===== src/rtl/byte_pipe_wb.sv =====
// Writeback/forwarding pipeline for the 128-bit byte-operation unit: carries results
// through LATENCY stages into the register file and answers operand-forwarding queries.
module byte_pipe_wb #(
  parameter int LATENCY = 4,
  parameter int DW      = 128,
  parameter int AW      = 7
) (
  input  logic          clk,
  input  logic          reset,
  input  logic          in_valid,
  input  logic [10:0]   in_opcode,
  input  logic [AW-1:0] in_rt,
  input  logic [DW-1:0] in_result,
  input  logic          stall,
  input  logic          flush,
  input  logic [AW-1:0] q_addr,
  output logic          q_hit,
  output logic [DW-1:0] q_data,
  output logic          q_ready,
  output logic          wb_en,
  output logic [AW-1:0] wb_addr,
  output logic [DW-1:0] wb_data,
  output logic          wb_illegal,
  output logic          busy,
  output logic [3:0]    inflight
);

  localparam logic [10:0] OP_0 = 11'b01010110100;
  localparam logic [10:0] OP_1 = 11'b01001010011;
  localparam logic [10:0] OP_2 = 11'b00011010011;
  localparam logic [10:0] OP_3 = 11'b00001010011;

  // Stage arrays: index 0 is stage 1 (youngest), index LATENCY-1 is the last stage.
  logic [LATENCY-1:0]         r_vld;
  logic [LATENCY-1:0]         r_ill;
  logic [LATENCY-1:0][AW-1:0] r_rt;
  logic [LATENCY-1:0][DW-1:0] r_data;

  logic          w_illegal;
  logic [DW-1:0] w_in_data;
  logic          w_hit;
  logic          w_ready;
  logic [DW-1:0] w_data;
  logic [3:0]    w_count;

  always_comb begin
    w_illegal = !((in_opcode == OP_0) || (in_opcode == OP_1) ||
                  (in_opcode == OP_2) || (in_opcode == OP_3));
    w_in_data = w_illegal ? '0 : in_result;
  end

  // Handshake: in_valid is accepted only on an edge with stall=0 and flush=0; while
  // stall=1 nothing is accepted and the issuer keeps presenting the same instruction.
  always_ff @(posedge clk) begin
    if (reset) begin
      r_vld      <= '0;
      r_ill      <= '0;
      r_rt       <= '0;
      r_data     <= '0;
      wb_en      <= 1'b0;
      wb_addr    <= '0;
      wb_data    <= '0;
      wb_illegal <= 1'b0;
    end else if (flush) begin
      r_vld <= '0;
      wb_en <= 1'b0;
    end else if (stall) begin
      wb_en <= 1'b0;
    end else begin
      r_vld[0]  <= in_valid;
      r_ill[0]  <= w_illegal;
      r_rt[0]   <= in_rt;
      r_data[0] <= w_in_data;
      for (int k = 1; k < LATENCY; k++) begin
        r_vld[k]  <= r_vld[k-1];
        r_ill[k]  <= r_ill[k-1];
        r_rt[k]   <= r_rt[k-1];
        r_data[k] <= r_data[k-1];
      end
      wb_en <= r_vld[LATENCY-1];
      if (r_vld[LATENCY-1]) begin
        wb_addr    <= r_rt[LATENCY-1];
        wb_data    <= r_data[LATENCY-1];
        wb_illegal <= r_ill[LATENCY-1];
      end
    end
  end

  // Scan oldest-to-youngest so the youngest matching stage is the last to overwrite.
  always_comb begin
    w_hit   = 1'b0;
    w_ready = 1'b0;
    w_data  = '0;
    if (wb_en && (wb_addr == q_addr)) begin
      w_hit   = 1'b1;
      w_ready = 1'b1;
      w_data  = wb_data;
    end
    for (int k = LATENCY - 1; k >= 0; k--) begin
      if (r_vld[k] && (r_rt[k] == q_addr)) begin
        w_hit   = 1'b1;
        w_ready = (k != 0);
        w_data  = r_data[k];
      end
    end
  end

  always_comb begin
    w_count = '0;
    for (int k = 0; k < LATENCY; k++) begin
      w_count = w_count + {3'b000, r_vld[k]};
    end
  end

  assign q_hit    = w_hit;
  assign q_ready  = w_ready;
  assign q_data   = w_data;
  assign inflight = w_count;
  assign busy     = (w_count != 4'd0) | wb_en;

endmodule


===== config.mk =====
export PLATFORM = sky130hd
export DESIGN_NAME = byte_pipe_wb
export DESIGN_NICKNAME = d
export VERILOG_FILES = /design/src/rtl/byte_pipe_wb.sv
export SDC_FILE = /design/constraint.sdc
export NUM_CORES = 2
export LEC_CHECK = 0
export ABC_CLOCK_PERIOD_IN_PS = 2200
export BUFFER_PORTS_ARGS = -buffer_cell sky130_fd_sc_hd__buf_2
export CORE_MARGIN = 3
export CORE_UTILIZATION = 42
export CTS_CLUSTER_SIZE = 8
export DETAILED_ROUTE_END_ITERATION = 12
export PLACE_DENSITY_LB_ADDON = 0.1
export SETUP_SLACK_MARGIN = 0.15
export SYNTH_ARGS = -nofsm -noshare
export SYNTH_HDL_FRONTEND = slang
export SYNTH_SLANG_ARGS = --single-unit

===== constraint.sdc =====
create_clock -name clk -period 2.2 [get_ports clk]
set_input_delay 0.44 -clock clk [delete_from_list [all_inputs] [get_ports clk]]
set_output_delay 0.44 -clock clk [all_outputs]
set_load 0.01 [all_outputs]

==> impl_metrics.csv <==
group,metric,value,unit
status,outcome,"finished with violations",
status,violations,"negative setup slack",
power_and_ir_drop,pwr-share-clk,49.0,%
worst_hold_path,hold_class,"input pin to register",
finish,fillerInstances,6437,
routing,wire_per_inst,20.5,um
clock_tree,htree_levels,3,
worst_setup_path,r2r-start,"r_vld[3]$_SDFFE_PP0N_",
worst_setup_path,r2r_slack,630,ps
worst_hold_path,min_to,"r_data[91]$_SDFFE_PP0P_",
finish,final_cells,5172,
die,coreArea,68000,um^2
clock_tree,clock_path_buffers,3,
power_and_ir_drop,combPwrFrac,3.8,%
grt,grt_first_pass_wirelength,160000,um
worst_setup_path,cp_data_arrival_time,2770,ps
finish,area_growth,30.6,%
power_and_ir_drop,p_per_area,694,nW/um^2
routing,first_pass_iters,5,
finish,num_antenna_cells,0,
timing,setup_ws,-1010,ps
routing,drc,0,
worst_setup_path,path_max_fanout,6,
finish,layout-drive-gt1-share,22.9,%
finish,multi_input_area,14600,um^2
synthesis,async_flop_share,0,%
die,io_pins,430,
synthesis,synth_edf_count,0,
placed_design,placed_cells,5031,
synthesis,ys_seq_area_share,47.0,%
die,fp.dieH,269,um
power_and_ir_drop,p_int,0.0205,W
timing,whs,44.6,ps
die,initial_core_util,42.9,%
placed_design,dp_hpwl,65300,um
timing,finalCritPeriodShare,146,%
synthesis,ys_types,41,
finish,final-seq-area,13700,um^2
worst_hold_path,worstHoldStart,"in_result[91]",
grt,antenna_found_initial,0,
worst_setup_path,reg2reg_to,"wb_data[124]$_SDFFE_PP0P_",
synthesis,synthFlopType,"dfxtp_1",
synthesis,ys_ff_latch,685,
timing,fin_crit,3210,ps
worst_hold_path,holdPathStages,3,
placed_design,port_buffers,428,
die,die_x,269,um
clock_tree,numCtsBuffers,95,
grt,grt_usage,27.2,%
die,die_area,72600,um^2
power_and_ir_drop,p_sw,0.00591,W
worst_setup_path,crit_type,"register to primary output",
power_and_ir_drop,sequentialPowerShare,47.2,%
routing,vias_per_cell,5.60,
routing,first_iter_violations,2451,
clock_tree,clk_latency,630,ps
finish,layout_commonest_cell,"nand2_1",
synthesis,syn_area,29100,um^2
worst_setup_path,rr_worst_depth,8,
synthesis,syn_nets,3961,
grt,grt_overflow_total,0,
timing,hold_viol,0,
synthesis,syn_inst,3800,
grt,grt_pass1_vias,27100,
power_and_ir_drop,irDropWorstVdd,0.000615,V
grt,grt_start_max_net_pins,130,
timing,fin_skew,18.2,ps
clock_tree,cts.sinks,685,
timing,relSlewSlack,53.4,%
placed_design,place_congestion,0.819,
timing,tightest_slew,699,ps
clock_tree,cts_tree,"built",
routing,finalWirelength,106000,um
job,cap_violations,0,
worst_setup_path,worstSetupEndpointType,"primary output",
power_and_ir_drop,p_sw_share,22.4,%
finish,final_area,38100,um^2
worst_setup_path,worst_setup_path_start_kind,"register",
die,rows,95,
timing,finalSetupTns,-120340,ps
routing,vias,29000,
finish,final_core_util,56.0,%
routing,final_antenna_net_count,0,
timing,slew_viol_final,0,
synthesis,ys_warn_count,0,
timing,rsz0062_at_grt,"yes",
synthesis,synth_area_per_cell,7.67,um^2
worst_setup_path,startpoint,"r_rt[22]$_SDFFE_PP0P_",
clock_tree,clkSlewWorstSetupHoldPaths,50,ps
finish,layout_common_cells,"nand2_1, dfxtp_1, a21oi_1",
placed_design,placed_cell_area,34200,um^2
clock_tree,root_buffer,"clkbuf_16",
timing,fmax,0.312,GHz
timing,setup_violations,134,
worst_setup_path,cp.required,1760,ps
finish,nNetsFinal,4408,
power_and_ir_drop,leakage,14.0,nW
[logic make-up (layout without fill, tap and decap cells)]
logic type	Yosys count	in the layout	share of synthesized area (%)
and+or+nand+nor	1574	1575	21.5
AOI/OAI and AO/OA	1115	1115	24.4
DFF	685	685	47.0
buffers and inverters	383	833	5.67
xor gates and xnor gates	35	35	1.05
muxes	4	4	0.137
adders and majority gates	3	3	0.155
other	1	1	0.0129
[area by class of cell]
cell class / count / area share, %
tap: 921 / 3.03
multi-input combinational: 2733 / 38.3
inverter: 5 / 0.0493
sequential: 685 / 36.1
clock inverter: 3 / 0.108
timing repair buffer: 727 / 16.0
clock buffer: 98 / 6.44
[power by group through the flow]
stage	combinational (W)	sequential (W)	clock (W)
final	0.00101	0.0125	0.0129
after global routing	0.00109	0.0124	0.0137
after CTS	0.000992	0.0124	0.0132
after detailed placement	0.000982	0.0127	0
after global placement	0.000986	0.0127	0
after floorplan	0.000500	0.0127	0
[through the flow]
step | total power (W) | worst slack (ps)
floorplan | 0.0132 | -203
global placement | 0.0137 | -651
detailed placement | 0.0137 | -652
CTS | 0.0267 | -1030
global route | 0.0272 | -1100
finish | 0.0264 | -1010
[worst max-delay path by stage]
stage / end / slack (ps) / depth (start not counted)
floorplan: q_data[101] / -200 / 9
global placement: q_data[50] / -650 / 10
detailed placement: q_data[50] / -650 / 10
CTS: q_data[66] / -1030 / 9
global route: q_data[46] / -1100 / 9
finish: q_data[36] / -1010 / 9
[cells in the mapped netlist (45+ instances only)]
library cell / count / area, um^2
a21boi_0: 45 / 338
a21oi_1: 601 / 3010
a221oi_1: 69 / 604
a22oi_1: 128 / 961
a31oi_1: 49 / 307
and3_1: 49 / 307
buf_2: 58 / 290
clkbuf_1: 297 / 1110
dfxtp_1: 685 / 13700
nand2_1: 1185 / 4450
nand3_1: 128 / 641
nor2_1: 184 / 691
o2111ai_1: 49 / 429
o211ai_1: 148 / 1110
[repair_timing]
action / CTS / global route
pin swaps: 15 / 21
endpoints found under the setup margin: 134 / 134
gates cloned: 7 / 13
setup buffers: 6 / 14
hold buffers: 0 / 0
gates resized for setup: 60 / 58
[flip-flops by register name (all words and copies together), names as in the netlist]
signal      flops
r_ill           4
wb_illegal      1
r_data        512
wb_en           1
r_rt           28
wb_data       128
r_vld           4
wb_addr         7
[worst max-delay path, cell delays in order, from the launching register on]
cell and delay [ps]:
dfxtp_2 340, xor2_2 190, nor4_4 330, buf_12 180
and2_4 210, buf_12 150, bufbuf_16 270, a221oi_2 50
o211ai_1 220, buf_2 180
[per-layer routing]
layer | vias up | global-route usage (%) | share of wire, %
li1 | 14000 | - | -
met2 | 938 | 44.5 | 47
met1 | 13900 | 36.9 | 44
met3 | 170 | 4.22 | 5.9
met5 | - | 0 | 0
met4 | 0 | 8.58 | 2.7
(Power assumes the default switching activity.)
